[src/rtl/spi_tx_arbiter.sv]
// spi_tx_arbiter: shares one SPI transmitter between P_NUM_REQ word sources.
// Round-robin arbitration in IDLE. A non-last word locks the transmitter to
// its owner until that owner sends a word with req_last set. Define
// SPI_ARB_WDOG_EN to build a watchdog that releases a stalled lock after
// P_LOCK_TIMEOUT idle cycles and pulses lock_abort.
module spi_tx_arbiter #(
  parameter int P_DATA_WIDTH   = 8,
  parameter int P_NUM_REQ      = 4,
  parameter int P_LOCK_TIMEOUT = 255
) (
  input  logic                                clk_100,
  input  logic                                s_rst,
  input  logic [P_NUM_REQ-1:0]                req_valid,
  input  logic [P_NUM_REQ*P_DATA_WIDTH-1:0]   req_data,
  input  logic [P_NUM_REQ-1:0]                req_last,
  output logic [P_NUM_REQ-1:0]                req_ready,
  output logic                                tx_valid,
  output logic [P_DATA_WIDTH-1:0]             tx_data,
  input  logic                                tx_ready,
  output logic [$clog2(P_NUM_REQ)-1:0]        grant_id,
  output logic                                busy,
  output logic                                lock_abort
);

  localparam int IW = $clog2(P_NUM_REQ);

  typedef enum logic [1:0] {
    ST_IDLE = 2'd0,
    ST_SEND = 2'd1,
    ST_LOCK = 2'd2
  } state_t;

  state_t                  state_r;
  logic [IW-1:0]           rr_ptr_r;
  logic                    last_r;
  logic [IW-1:0]           sel_s;
  logic                    sel_found_s;
  logic [IW-1:0]           acc_idx_s;
  logic                    accept_s;
  logic [P_DATA_WIDTH-1:0] acc_word_s;
  logic                    acc_last_s;

`ifdef SPI_ARB_WDOG_EN
  localparam int WW = $clog2(P_LOCK_TIMEOUT + 1);
  logic [WW-1:0]           wdog_cnt_r;
`endif

  // Round-robin search: first valid requester after rr_ptr, wrapping around.
  // Iterating from the farthest slot down lets the nearest one win.
  always_comb begin
    sel_s       = {IW{1'b0}};
    sel_found_s = 1'b0;
    for (int k = P_NUM_REQ; k >= 1; k--) begin
      if (req_valid[(int'(rr_ptr_r) + k) % P_NUM_REQ]) begin
        sel_s       = IW'((int'(rr_ptr_r) + k) % P_NUM_REQ);
        sel_found_s = 1'b1;
      end else begin
        sel_s       = sel_s;
        sel_found_s = sel_found_s;
      end
    end
  end

  // Accept strobe: arbitration winner in IDLE, only the owner in LOCK, none in SEND.
  always_comb begin
    req_ready = {P_NUM_REQ{1'b0}};
    acc_idx_s = grant_id;
    case (state_r)
      ST_IDLE: begin
        acc_idx_s = sel_s;
        if (sel_found_s) begin
          req_ready[sel_s] = 1'b1;
        end else begin
          req_ready = {P_NUM_REQ{1'b0}};
        end
      end
      ST_LOCK: begin
        req_ready[grant_id] = req_valid[grant_id];
      end
      default: begin
        req_ready = {P_NUM_REQ{1'b0}};
      end
    endcase
  end

  // Word and last flag of whichever requester is being accepted this cycle.
  always_comb begin
    accept_s   = |req_ready;
    acc_word_s = req_data[int'(acc_idx_s) * P_DATA_WIDTH +: P_DATA_WIDTH];
    acc_last_s = req_last[acc_idx_s];
  end

  // Arbiter FSM with registered transmitter handshake and status outputs.
  always_ff @(posedge clk_100) begin
    if (s_rst) begin
      state_r    <= ST_IDLE;
      rr_ptr_r   <= IW'(P_NUM_REQ - 1);
      last_r     <= 1'b0;
      tx_valid   <= 1'b0;
      tx_data    <= {P_DATA_WIDTH{1'b0}};
      grant_id   <= {IW{1'b0}};
      busy       <= 1'b0;
`ifdef SPI_ARB_WDOG_EN
      lock_abort <= 1'b0;
      wdog_cnt_r <= {WW{1'b0}};
`endif
    end else begin
`ifdef SPI_ARB_WDOG_EN
      lock_abort <= 1'b0;
`endif
      case (state_r)
        ST_IDLE: begin
          if (accept_s) begin
            tx_data  <= acc_word_s;
            last_r   <= acc_last_s;
            grant_id <= sel_s;
            tx_valid <= 1'b1;
            busy     <= 1'b1;
            state_r  <= ST_SEND;
          end
        end
        ST_SEND: begin
          if (tx_ready) begin
            tx_valid <= 1'b0;
            if (last_r) begin
              rr_ptr_r <= grant_id;
              busy     <= 1'b0;
              state_r  <= ST_IDLE;
            end else begin
              state_r  <= ST_LOCK;
            end
`ifdef SPI_ARB_WDOG_EN
            wdog_cnt_r <= {WW{1'b0}};
`endif
          end
        end
        ST_LOCK: begin
          if (accept_s) begin
            tx_data  <= acc_word_s;
            last_r   <= acc_last_s;
            tx_valid <= 1'b1;
            state_r  <= ST_SEND;
`ifdef SPI_ARB_WDOG_EN
            wdog_cnt_r <= {WW{1'b0}};
          end else if (wdog_cnt_r == WW'(P_LOCK_TIMEOUT - 1)) begin
            // Owner stalled too long: drop the lock and demote the owner.
            lock_abort <= 1'b1;
            rr_ptr_r   <= grant_id;
            busy       <= 1'b0;
            state_r    <= ST_IDLE;
            wdog_cnt_r <= {WW{1'b0}};
          end else begin
            wdog_cnt_r <= wdog_cnt_r + WW'(1);
`endif
          end
        end
        default: begin
          state_r  <= ST_IDLE;
          tx_valid <= 1'b0;
          busy     <= 1'b0;
        end
      endcase
    end
  end

`ifndef SPI_ARB_WDOG_EN
  assign lock_abort = 1'b0;
`endif

endmodule

[config.mk]
export PLATFORM = sky130hd
export DESIGN_NAME = spi_tx_arbiter
export DESIGN_NICKNAME = d
export VERILOG_FILES = /design/src/rtl/spi_tx_arbiter.sv
export SDC_FILE = /design/constraint.sdc
export NUM_CORES = 1
export LEC_CHECK = 0
export ABC_AREA = 1
export BUFFER_PORTS_ARGS = -buffer_cell sky130_fd_sc_hd__buf_2
export CORE_ASPECT_RATIO = 1.1
export CORE_UTILIZATION = 42
export CTS_CLUSTER_SIZE = 16
export DETAILED_ROUTE_END_ITERATION = 8
export PLACE_DENSITY = 0.8
export SLEW_MARGIN = 20
export SYNTH_ARGS = -nofsm -noshare
export SYNTH_HDL_FRONTEND = slang
export SYNTH_SLANG_ARGS = --single-unit
[constraint.sdc]
create_clock -name clk_100 -period 1.8 [get_ports clk_100]
set_input_delay 0.27 -clock clk_100 [delete_from_list [all_inputs] [get_ports clk_100]]
set_output_delay 0.27 -clock clk_100 [all_outputs]
set_load 0.05 [all_outputs]
==> metrics <==
minimum clock period 2.18 ns; maximum number of pins on one net before global-route repair 37; via-per-instance ratio 5.18; startpoint kind of the worst setup timing path flop; fraction of layout instances using a drive strength above 1 52.6%; worst supply voltage drop on vdd 0.00120 V; last element of the critical path req_ready[0]; flip-flop and latch count after synthesis 16; maximum fanout along the worst path 8; Filler Cell Count 225; synthesized-area fraction occupied by and/or/nand/nor cells 35.7%; share of power burned in the clock network 6.3%; result of the run complete, but fails checks; number of levels the H-tree was split into 1; detailed-route wire length per cell 13.6 um; Clk pin slew, worst setup/hold paths 0.09 ns; CTS root buf sky130_fd_sc_hd__clkbuf_4; violations in the final reports setup timing; global-route wire length before repair 6.13 mm; die area 3390 um2; placed inst area 1800 um2; number of maximum-capacitance violations 0; hold slack final 0.179 ns; half-perimeter wire length of the detailed placement result 2.79 mm; overall power consumption 3.78 mW; biggest area contributors in the synthesized netlist sky130_fd_sc_hd__dfxtp_1 24%, sky130_fd_sc_hd__nand2_1 15%, sky130_fd_sc_hd__inv_1 10%; async set-reset flop share out of synthesis 0%; worst relative slew slack 66.2%; area share of fa/ha/maj cells after synthesis 0%; worst setup slack after placement -0.253 ns; category of the critical setup timing path reg -> out; ordered list of cells on the worst path inv_8, nand2_2, nand2_4, nand2_1, nand2_1, nand2_2, nand2_2, nand2_4, buf_6, nand3_4, o21ai_4, buf_6; worst path buffer plus inverter count 3; number of hold buffers added after cts 0; Final Wtd Congestion 0.920; Std-Cell Rows 21; DRC Markers 0; number of nets produced by synthesis 268; number of antenna-violating nets in the routed design 0; Total GRT Usage 23.1%; Synth Area per Inst 5.91 um2; area share of the largest cell type after synthesis 24.1%; Die X-Extent 55.6 um; register area share after synthesis 24.1%; floorplan core area 3020 um2; largest incremental delay on the critical path 0.44 ns; maximum buffer depth of the clock tree 2; Cell Pwr Density 1690 nW/um2; proportion of total power due to net switching 53.2%; synthesized-area fraction occupied by xor and xnor cells 0%; Initial Utilization 44.0%; element type at the critical path end output pin; multiplexer fraction of the synthesized cell area 0%; slowest cell on the critical path sky130_fd_sc_hd__dfxtp_4; Setup Viol. Count Final 17; reg-to-reg critical path startpoint rr_ptr_r[0]$_SDFFE_PP1P_; unrepaired setup endpoints after global routing true; via count of the first global-routing pass 1544; Synth-to-Final Area Change 67.9%; crit share post-route 121%; leakage power 1.22 nW; Post-synth EDFFs 0; slew at the pin with the worst max-slew slack 0.507 ns; Internal 1.77 mW; count leader, synth sky130_fd_sc_hd__nand2_1; launch point of the worst path rr_ptr_r[0]$_SDFFE_PP1P_; share of the synthesized area in compound gates (AO/OA/AOI/OAI) 21.4%; r2r setup slk -0.34 ns; aggregate routed wire length 4.61 mm; total CTS buffers 3; antenna violations before repair 0; data required time at the worst endpoint 1.53 ns; post-route setup TNS -4.89 ns; Comb pwr share 77.8%; class of the most critical hold timing path in -> reg; antenna diode instance count 0; DRT iter0 DRCs 72; cell depth of the worst flop-to-flop path 18; cell area after technology mapping 1330 um2; post-route cell area 2230 um2; maximum achievable frequency 458 MHz; slack of the critical path -0.385 ns; DRT Pass-1 Iters 4; cell with the most instances on the worst path sky130_fd_sc_hd__nand2_2; dominant cell type by area after synthesis sky130_fd_sc_hd__dfxtp_1; count of buffers inserted at the top-level ports 58; main combinational cell family by area after synthesis simple AND/OR/NAND/NOR gates; TritonCTS sink count 16; worst flop-to-flop path endpoint state_r[1]$_SDFFE_PP0P_; NetSw 2.01 mW; final net count 350; count of pins on the block boundary 60; Yosys Warn Count 0; total vias in the final route 1761; max-slew violations 0; number of distinct library cells after synthesis 26; family of cells with the greatest summed delay on the critical path simple AND/OR/NAND/NOR gates; CTS tree built; Synth Flop Type sky130_fd_sc_hd__dfxtp_1; Final Hold Violating Endpoints 0; part of the total power dissipated in sequential elements 15.9%; Clk Latency, worst-skew pair 0.30 ns; data arrival time of the critical path 1.91 ns; cell count after synthesis 225; Vert. Die Dim 61.0 um; overall overflow remaining after global route 0; Commonest cells post-synth 53 x sky130_fd_sc_hd__nand2_1, 37 x sky130_fd_sc_hd__inv_1, 26 x sky130_fd_sc_hd__nor2_1, 17 x sky130_fd_sc_hd__o21ai_0, 16 x sky130_fd_sc_hd__dfxtp_1; WP depth 12; clk_skew 0.00755 ns
## metal layers
metal	global-route usage (%)	vias up	share of wire [%]
met5	0	-	0
met4	11.8	0	4.9
met3	4.69	28	3.8
met2	46.1	60	56
met1	23.0	794	35
li1	-	879	-
## worst register-to-register path, cell delays in order, from the launching register on
cell and delay, ns:
sky130_fd_sc_hd__dfxtp_4 0.40, sky130_fd_sc_hd__inv_8 0.11, sky130_fd_sc_hd__nand2_2 0.07, sky130_fd_sc_hd__nand2_4 0.07
sky130_fd_sc_hd__nand2_1 0.08, sky130_fd_sc_hd__nand2_1 0.09, sky130_fd_sc_hd__nand2_2 0.09, sky130_fd_sc_hd__nand2_2 0.09
sky130_fd_sc_hd__nand2_4 0.07, sky130_fd_sc_hd__buf_6 0.12, sky130_fd_sc_hd__nand3_4 0.08, sky130_fd_sc_hd__o21ai_4 0.07
sky130_fd_sc_hd__buf_6 0.12, sky130_fd_sc_hd__nor2_4 0.11, sky130_fd_sc_hd__nand2_4 0.10, sky130_fd_sc_hd__buf_12 0.14
sky130_fd_sc_hd__inv_8 0.07, sky130_fd_sc_hd__nand3_2 0.06, sky130_fd_sc_hd__a21oi_2 0.13
## worst min path at each step
stage	start	to	slack, ns	depth (start not counted)
after floorplan	s_rst	busy$_SDFFE_PP0P_	0.34	1
after global placement	busy$_SDFFE_PP0P_	busy$_SDFFE_PP0P_	0.44	2
after detailed placement	busy$_SDFFE_PP0P_	busy$_SDFFE_PP0P_	0.45	2
after CTS	s_rst	grant_id[0]$_SDFFE_PP0P_	0.18	2
after global routing	s_rst	state_r[1]$_SDFFE_PP0P_	0.17	2
final	s_rst	state_r[1]$_SDFFE_PP0P_	0.18	2
## cells in the final DEF (no fill, tap or decap), types with 2 or more instances in the layout
master,n
sky130_fd_sc_hd__nand2_2,16
sky130_fd_sc_hd__nand3_2,4
sky130_fd_sc_hd__inv_1,36
sky130_fd_sc_hd__inv_8,2
sky130_fd_sc_hd__buf_2,54
sky130_fd_sc_hd__nand3_4,4
sky130_fd_sc_hd__nor2_2,7
sky130_fd_sc_hd__buf_8,3
sky130_fd_sc_hd__o211ai_1,11
sky130_fd_sc_hd__inv_2,2
sky130_fd_sc_hd__buf_6,7
sky130_fd_sc_hd__nand2_4,15
sky130_fd_sc_hd__nand3_1,2
sky130_fd_sc_hd__inv_4,3
sky130_fd_sc_hd__nor2_1,15
sky130_fd_sc_hd__a21oi_2,3
sky130_fd_sc_hd__nor2_4,4
sky130_fd_sc_hd__o21ai_0,7
sky130_fd_sc_hd__o21ai_2,6
sky130_fd_sc_hd__nand4_1,6
sky130_fd_sc_hd__buf_12,2
sky130_fd_sc_hd__dfxtp_1,13
sky130_fd_sc_hd__a21oi_1,10
sky130_fd_sc_hd__nand2_1,34
sky130_fd_sc_hd__clkbuf_4,3
sky130_fd_sc_hd__o21ai_1,8
sky130_fd_sc_hd__dfxtp_4,2
sky130_fd_sc_hd__buf_4,18
## final cells by class
class / instances / area, um2 / share of cell area [%]
inverters: 42 / 178 / 7.96
clock buffers: 4 / 36.3 / 1.63
multi-input cells: 158 / 1040 / 46.8
repair buffers: 85 / 594 / 26.6
well taps: 34 / 42.5 / 1.91
repair inverters: 1 / 6.26 / 0.280
flip-flops and latches: 16 / 329 / 14.8
## state kept, by name (all words and copies together), names as in the netlist
register / cells
grant_id: 2
last_r: 1
tx_data: 8
state_r: 2
busy: 1
rr_ptr_r: 2
## metrics by stage
stage | util, % | instances
after floorplan | - | 225
after global placement | 59.6 | 326
after detailed placement | 59.6 | 326
after CTS | 64.3 | 333
after global routing | 73.8 | 340
final | 73.8 | 340
## power by group through the flow
stage	Sequential [mW]	Clock [mW]	Combinational [mW]
global route	0.618	0.262	3.16
CTS	0.575	0.239	2.22
detailed placement	0.581	0	2.05
finish	0.600	0.239	2.94
global placement	0.582	0	2.02
floorplan	0.914	0	1.30
## kinds of logic (layout without fill, tap and decap cells)
family / Yosys count / count (layout)
compound gates: 49 / 49
buf+inv: 51 / 132
flops: 16 / 16
other cells: 1 / 1
simple gates: 108 / 108
## timing repair
| action | in CTS | in global routing |
|---|---|---|
| gates resized for setup | 29 | 61 |
| endpoints found under the setup margin | 15 | 16 |
| buffers inserted | 2 | 6 |
| pin swaps | 14 | 15 |
| gates cloned | 1 | 1 |
Note: power is estimated with default switching activity, not from simulation.
